$ cat config.mk
export PLATFORM = sky130hd
export DESIGN_NAME = hazard_trigger_unit
export DESIGN_NICKNAME = d
export VERILOG_FILES = /design/src/rtl/hazard_trigger_unit.sv
export SDC_FILE = /design/constraint.sdc
export NUM_CORES = 1
export LEC_CHECK = 0
export ABC_AREA = 0
export BUFFER_PORTS_ARGS = -buffer_cell sky130_fd_sc_hd__clkbuf_2
export CAP_MARGIN = 20
export CORE_UTILIZATION = 30
export CTS_CLUSTER_SIZE = 16
export DETAILED_ROUTE_END_ITERATION = 10
export GPL_ROUTABILITY_DRIVEN = 0
export SETUP_SLACK_MARGIN = 0.02
export SYNTH_ARGS = -nofsm -noshare
export SYNTH_HDL_FRONTEND = slang
export SYNTH_SLANG_ARGS = --single-unit
$ cat constraint.sdc
create_clock -name clk -period 5.8 [get_ports clk]
set_input_delay 0.29 -clock clk [delete_from_list [all_inputs] [get_ports clk]]
set_output_delay 0.29 -clock clk [all_outputs]
set_load 0.02 [all_outputs]
$ cat src/rtl/hazard_trigger_unit.sv
// Load-use hazard detector with stall/flush controls and a trigger FSM that
// launches one pulse per hazard burst into a downstream two-cycle pulse stage.
module hazard_trigger_unit #(
   parameter int HOLD_MAX = 8,
   parameter int CNT_W    = 16
) (
   input  logic             clk,
   input  logic             rst,
   input  logic             ifid_valid,
   input  logic [4:0]       ifid_rs,
   input  logic [4:0]       ifid_rt,
   input  logic             uses_rt,
   input  logic             idex_mem_read,
   input  logic [4:0]       idex_rt,
   input  logic             branch_taken,
   input  logic             pulse_busy,
   output logic             trigger,
   output logic             pc_write,
   output logic             ifid_write,
   output logic             idex_flush,
   output logic             ifid_flush,
   output logic [CNT_W-1:0] stall_count,
   output logic             busy_timeout
);

   localparam int HW = $clog2(HOLD_MAX + 1);
   localparam logic [HW-1:0] HOLD_LAST = HW'(HOLD_MAX - 1);

   typedef enum logic [1:0] {IDLE, FIRE, HOLD} state_t;

   state_t        state, state_nxt;
   logic          pending, pending_nxt;
   logic [HW-1:0] hold_cnt, hold_cnt_nxt;
   logic          timeout_nxt;
   logic          hazard;
   logic          stall;

   assign hazard = ifid_valid & idex_mem_read & (idex_rt != 5'd0) &
                   ((idex_rt == ifid_rs) | (uses_rt & (idex_rt == ifid_rt))) &
                   ~branch_taken;

   // Pipeline controls are forced to their pass-through values while in reset.
   assign stall      = hazard & ~rst;
   assign pc_write   = ~stall;
   assign ifid_write = ~stall;
   assign idex_flush = stall;
   assign ifid_flush = branch_taken & ~rst;
   assign trigger    = (state == FIRE);

   always_comb begin
      state_nxt    = state;
      pending_nxt  = pending;
      hold_cnt_nxt = hold_cnt;
      timeout_nxt  = busy_timeout;
      case (state)
         IDLE: begin
            hold_cnt_nxt = '0;
            if ((hazard | pending) & ~pulse_busy) begin
               state_nxt   = FIRE;
               pending_nxt = 1'b0;
            end else if (hazard) begin
               pending_nxt = 1'b1;
            end
         end
         FIRE: begin
            state_nxt    = HOLD;
            hold_cnt_nxt = '0;
            if (hazard) pending_nxt = 1'b1;
         end
         HOLD: begin
            if (hazard) pending_nxt = 1'b1;
            if (~pulse_busy) begin
               state_nxt    = IDLE;
               hold_cnt_nxt = '0;
            end else if (hold_cnt == HOLD_LAST) begin
               // Downstream never released: give up and flag it permanently.
               state_nxt    = IDLE;
               hold_cnt_nxt = '0;
               timeout_nxt  = 1'b1;
            end else begin
               hold_cnt_nxt = hold_cnt + 1'b1;
            end
         end
         default: begin
            state_nxt    = IDLE;
            hold_cnt_nxt = '0;
         end
      endcase
   end

   always_ff @(posedge clk or posedge rst) begin
      if (rst) begin
         state        <= IDLE;
         pending      <= 1'b0;
         hold_cnt     <= '0;
         busy_timeout <= 1'b0;
      end else begin
         state        <= state_nxt;
         pending      <= pending_nxt;
         hold_cnt     <= hold_cnt_nxt;
         busy_timeout <= timeout_nxt;
      end
   end

   always_ff @(posedge clk or posedge rst) begin
      if (rst) begin
         stall_count <= '0;
      end else if (stall && (stall_count != {CNT_W{1'b1}})) begin
         stall_count <= stall_count + 1'b1;
      end
   end

endmodule

==> impl_metrics.py, run 1 <==
metrics = {
    "run_status": {
        "status": "finished clean",
    },
    "timing": {
        "finalSetupViolCount": 0,
        "fin_setup_tns_ps": 0,
        "finalCritPeriodShare_pct": 37.43,
        "fin_skew_ps": 5.112,
        "rsz0062_at_grt": "false",
        "worstMarginPinSlew_ps": 453.0,
        "hold_viol": 0,
        "slew_headroom_pct": 69.80,
        "finalMaxSlewViolations": 0,
        "fmax_mhz": 460.6,
        "min_period_ps": 2171,
    },
    "cts": {
        "clkTransAtPathRegs_ps": 90,
        "insertion_delay_ps": 260,
        "cts_tree": "yes",
        "cts_buffers": 3,
        "cts_repair_resize_count": 0,
        "htreeDepth": 1,
        "clock_path_buffers": 2,
        "root_buffer": "clkbuf_8",
        "cts_sinks": 24,
    },
    "floorplan": {
        "initial_utilization_pct": 32.26,
        "fp.dieW_um": 68.52,
        "die-area_um2": 4695,
        "row_count": 23,
        "die_h_um": 68.52,
        "ioPinCount": 44,
        "core_area_um2": 4115,
    },
    "worst_setup_path": {
        "path_class": "reg -> reg",
        "reg2reg_depth": 6,
        "arrival_ps": 2330,
        "worstSetupEndpointType": "flop",
        "ff2ff_setup_slack_ps": 3630,
        "r2r-start": "stall_count[0]",
        "worstSetupEndpoint": "stall_count[1]",
        "path_max_fanout": 16,
        "crit_start": "stall_count[0]",
        "start_kind": "flop",
        "timing.rr.end": "stall_count[1]",
        "required_ps": 5950,
    },
    "cells_and_area": {
        "syn_to_final_growth_pct": 27.43,
        "drive_gt1_share_pct": 29.61,
        "final_cell_count_no_fill": 229,
        "diodes": 0,
        "nets": 209,
    },
    "global_routing": {
        "grt_pass1_wl_mm": 4.326,
        "grt_max_degree": 27,
        "grt_pass1_vias": 1013,
        "track_usage_pct": 12.41,
        "grt_overflow": 0,
        "antenna_found_initial": 0,
    },
    "yosys": {
        "synth_top_cell_area_share_pct": 45.24,
        "yosys.area.top_type": "dfrtp_1",
        "yosysWarnings": 0,
        "syn_area_um2": 1328,
        "ys_types": 23,
        "seq_area_frac_synth_pct": 45.24,
        "synth_ff_type": "dfrtp_1",
        "synth-seq-cells": 24,
        "synth.avg_cell_area_um2": 10.06,
        "syn_nets": 161,
        "synth_area_leaders": "dfrtp_1 (45%), xnor2_1 (9.2%), xor2_1 (7.9%)",
        "netlist_instances": 132,
        "synth_edf_count": 0,
        "async_flop_share_pct": 100.0,
    },
    "routing": {
        "vias_per_cell": 4.677,
        "vias": 1071,
        "route.detailed.drc": 0,
        "dr.pass1.iters": 6,
        "drt-initial-drc-count": 35,
        "ant_nets": 0,
        "wl_met3_um": 218,
        "wl_met2_mm": 1.227,
        "avgRoutedWirePerCell_um": 11.98,
        "routed_wirelength_mm": 2.744,
        "dr.max_layer_used": "met4",
        "met1Wirelength_mm": 1.274,
    },
    "placement": {
        "port_buffers": 43,
        "place_hpwl_mm": 2.102,
        "place_inst": 223,
    },
    "pwr": {
        "p_per_area_nw_per_um2": 250.7,
        "switchingPower_uw": 111.4,
        "pwr-share-seq_pct": 44.6,
        "total_leakage_power_uw": 0.0009064,
        "ir_worst_vdd_v": 0.0001353,
        "power.internal_uw": 312.7,
        "power_frac_clock_pct": 34.5,
        "combPwrFrac_pct": 21.0,
        "switching_share_pct": 26.27,
    },
    "run": {
        "maxCapViolCount": 0,
    },
    "min_path": {
        "hold_path_class": "in -> reg",
    },
}
## worst max-delay path, stage by stage (launching register included)
cell and delay [ps]:
dfrtp_1 430, ha_1 220, nand2_1 90, or3_4 410, o311a_1 400, nand2_4 170, mux2_2 350
## layout make-up
type                       count  area (um^2)
clock buffer                   3        41.29
inverter                       8        30.03
sequential                    24        600.6
clock inverter                 1        30.03
timing repair buffer          45        252.7
multi-input combinational     98        674.4
fill                         426         2424
tap                           50        62.56
## power groups by stage
stage / logic [uW] / registers [uW] / clock network (uW)
floorplan: 60.6 / 192 / 0
global placement: 85.3 / 192 / 0
detailed placement: 87.1 / 192 / 0
CTS: 87.6 / 189 / 151
global route: 101 / 191 / 156
finish: 88.9 / 189 / 146
## what timing repair did
| item | in CTS | in global routing |
|---|---|---|
| buffers inserted | 0 | 0 |
| hold endpoints to repair | 0 | 3 |
| hold buffers | 0 | 1 |
## flip-flops by register name (all words and copies together), names as in the netlist
signal	cells
state	2
busy_timeout	1
hold_cnt	4
stall_count	16
pending	1
## metrics by stage
step                setup slack (ps)  hold WS [ps]  power (uW)  utilization [%]  cell area (um^2)
floorplan                       3673         321.3       252.4                -              1328
global placement                3623         450.0       277.7            38.46              1583
detailed placement              3624         454.9       279.5            38.46              1583
CTS                             3616         271.8       427.3            40.19              1654
global route                    3545         343.7       447.5            41.11              1692
finish                          3629         320.7       424.1            41.11              1692
## routing by layer
| layer | vias to the layer above | GRT usage (%) |
|---|---|---|
| met5 | - | 0 |
| met4 | 0 | 3.906 |
| met3 | 2 | 3.125 |
| met2 | 43 | 22.06 |
| met1 | 487 | 14.51 |
| li1 | 539 | - |
## logic make-up after synthesis
kind of cell               synth area share, %
AOI/OAI and AO/OA                        4.147
xor gates and xnor gates                 17.15
adders and majority gates                6.597
buffers and inverters                    3.958
DFF                                      45.24
muxes                                    2.545
and+or+nand+nor                          20.36
## worst min-delay path by stage
stage,startpoint,to,slack [ps],depth (start not counted)
after floorplan,rst,busy_timeout,320,1
after global placement,hold_cnt[0],hold_cnt[0],450,1
after detailed placement,hold_cnt[0],hold_cnt[0],450,1
after CTS,rst,state[1],270,2
after global routing,pulse_busy,pending,340,2
final,pulse_busy,hold_cnt[0],320,3
## synthesized netlist by cell type, types with 2 or more instances
library cell / n
ha_1: 7
nor2_1: 13
a21oi_1: 3
nand4_1: 4
nand3_1: 12
inv_1: 8
nor3_1: 10
xnor2_1: 14
xor2_1: 12
o22ai_1: 2
nand2_1: 8
mux2_2: 3
and3_1: 2
dfrtp_1: 24
nand3b_1: 2
## placed cells by master (no fill, tap or decap), types with 3 or more instances in the layout
cell	count
nor2_1	13
clkbuf_8	3
nor3_1	10
nand3_1	12
mux2_2	3
ha_1	7
dfrtp_1	24
xor2_1	12
inv_1	8
nand4_1	4
clkbuf_2	43
nand2_1	8
a21oi_1	3
xnor2_1	14
Note: power is estimated with default switching activity, not from simulation.
==> inputs of run 2 (changes only) <==
- clock period: 5.8 -> 2.1 ns (I/O delays scaled with it)
==> run 2 against run 1 <==
Compared with the run above: sequential share of layout area down 1.5 points; register-to-register slack worse by 3500 ps; clock power rose to 2.7 times the previous value; sequential cell count unchanged; global-route usage up 0.58 points; clock skew up 0.57 ps; worst setup slack worse by 3500 ps; design area up 4.7%; critical path type unchanged; largest cell class unchanged; highest routed layer unchanged.
==> impl_metrics.py, run 2 (synthesis results as in run 1) <==
metrics = {
    "placement": {
        "dp_slack_ps": 67.13,
        "place_hpwl_mm": 2.228,
        "port_buffers": 43,
    },
    "global_routing": {
        "grt_pass1_vias": 1008,
        "grt_overflow": 0,
        "grt_max_degree": 26,
        "grt_pass1_wl_mm": 4.471,
        "antenna_found_initial": 0,
        "track_usage_pct": 12.99,
    },
    "routing": {
        "vias_per_cell": 4.599,
        "dr.pass1.iters": 4,
        "avgRoutedWirePerCell_um": 11.77,
        "drt-initial-drc-count": 24,
        "route.detailed.drc": 0,
        "vias": 1113,
        "routed_wirelength_mm": 2.849,
        "ant_nets": 0,
    },
    "cts": {
        "cts_repair_resize_count": 0,
        "clkTransAtPathRegs_ps": 90,
        "insertion_delay_ps": 260,
        "cts_buffers": 3,
        "htreeDepth": 1,
        "root_buffer": "clkbuf_8",
        "cts_sinks": 24,
        "cts_tree": "yes",
        "clock_path_buffers": 2,
    },
    "worst_setup_path": {
        "start_kind": "flop",
        "arrival_ps": 2110,
        "slowest_stage": "o311a_1",
        "worstSetupEndpointType": "flop",
        "path_max_fanout": 9,
        "path_class": "reg -> reg",
        "required_ps": 2240,
        "r2r-start": "stall_count[0]",
        "crit_chain": "ha_1 -> nand2_1 -> or3_4 -> o311a_1 -> nand2_4 -> buf_4 -> nor3_1 -> xor2_1",
        "crit_start": "stall_count[0]",
        "cpPeakStageDelay_ps": 390,
    },
    "cells_and_area": {
        "top_register": "stall_count",
        "largest_reg_flops": 16,
        "drive_gt1_share_pct": 35.42,
        "diodes": 0,
        "nets": 222,
        "top_regs": "stall_count x16, hold_cnt x4, state x2",
        "layout_common_cells": "clkbuf_2 (43), dfrtp_1 (22), xnor2_1 (14), buf_4 (14), nor2_1 (13)",
        "syn_to_final_growth_pct": 33.46,
        "utilization_pct": 43.05,
        "final_common_cell": "clkbuf_2",
    },
    "floorplan": {
        "die_h_um": 68.52,
        "row_count": 23,
        "fp.dieW_um": 68.52,
        "initial_utilization_pct": 32.26,
        "ioPinCount": 44,
        "core_area_um2": 4115,
        "die-area_um2": 4695,
    },
    "run_status": {
        "status": "finished clean",
    },
    "pwr": {
        "total_leakage_power_uw": 0.0009570,
        "p_per_area_nw_per_um2": 661.9,
        "p_total_uw": 1173,
        "ir_worst_vdd_v": 0.0002153,
    },
    "timing": {
        "slew_headroom_pct": 75.82,
        "finalSetupViolCount": 0,
        "setup_slack_ps": 126.4,
        "fin_skew_ps": 5.679,
        "rsz0062_at_grt": "false",
        "fmax_mhz": 506.7,
        "finalCritPeriodShare_pct": 93.98,
        "whs_ps": 131.2,
        "hold_viol": 0,
        "min_period_ps": 1974,
        "finalMaxSlewViolations": 0,
        "fin_setup_tns_ps": 0,
        "worstMarginPinSlew_ps": 362.6,
    },
    "min_path": {
        "hold_path_class": "in -> reg",
        "hp-start": "pulse_busy",
    },
    "run": {
        "maxCapViolCount": 0,
    },
}
==> run 2: changes by cell type in the layout (fill, tap and decap cells not counted) <==
cell,previous run,this run
buf_4,0,14
dfrtp_1,24,22
dfrtp_2,0,2
buf_16,1,0
==> run 2: final timing paths <==
check / depth (start not counted) / slack, ps / endpoint
setup / recovery: 8 / 130 / stall_count[12]
hold / removal: 3 / 130 / hold_cnt[0]
setup reg to reg: 8 / 130 / stall_count[12]
hold reg to reg: 1 / 460 / hold_cnt[0]
max in group asynchronous: 4 / 1350 / stall_count[1]
min in group asynchronous: 4 / 490 / stall_count[15]
==> run 2: cell type report <==
class,count,area [um^2]
tap,50,62.56
fill,413,2344
clock inverter,1,30.03
inverter,8,30.03
clock buffer,3,41.29
multi-input combinational,98,674.4
sequential,24,603.1
timing repair buffer,58,330.3
==> run 2: metrics by stage <==
stage / instances / cell area, um^2
finish: 242 / 1772
global route: 242 / 1772
CTS: 237 / 1734
detailed placement: 232 / 1653
global placement: 232 / 1653
floorplan: 132 / 1330
==> run 2: critical path, delay by kind of cell (launching register included) <==
kind	cells	cell delay (ps)
AOI/OAI and AO/OA	1	390
xor gates and xnor gates	1	140
adders and majority gates	1	180
buffers and inverters	1	150
DFF	1	370
and+or+nand+nor	4	630
==> run 2: power breakdown <==
| group | internal [uW] | switching, uW |
|---|---|---|
| sequential | 492 | 27.0 |
| combinational | 122 | 132 |
| clock | 255 | 145 |
| total | 869 | 304 |
==> run 2: layer usage <==
metal / track usage, % / share of wire [%]
met1: 16.75 / 46
met2: 21.69 / 47
met3: 2.303 / 7.0
met4: 4.688 / 0.70
met5: 0 / 0
==> run 2: what timing repair did <==
| action | CTS | global route |
|---|---|---|
| buffers inserted | 0 | 5 |
| hold buffers | 1 | 0 |
| endpoints found under the setup margin | 0 | 6 |
| hold endpoints to repair | 24 | 0 |
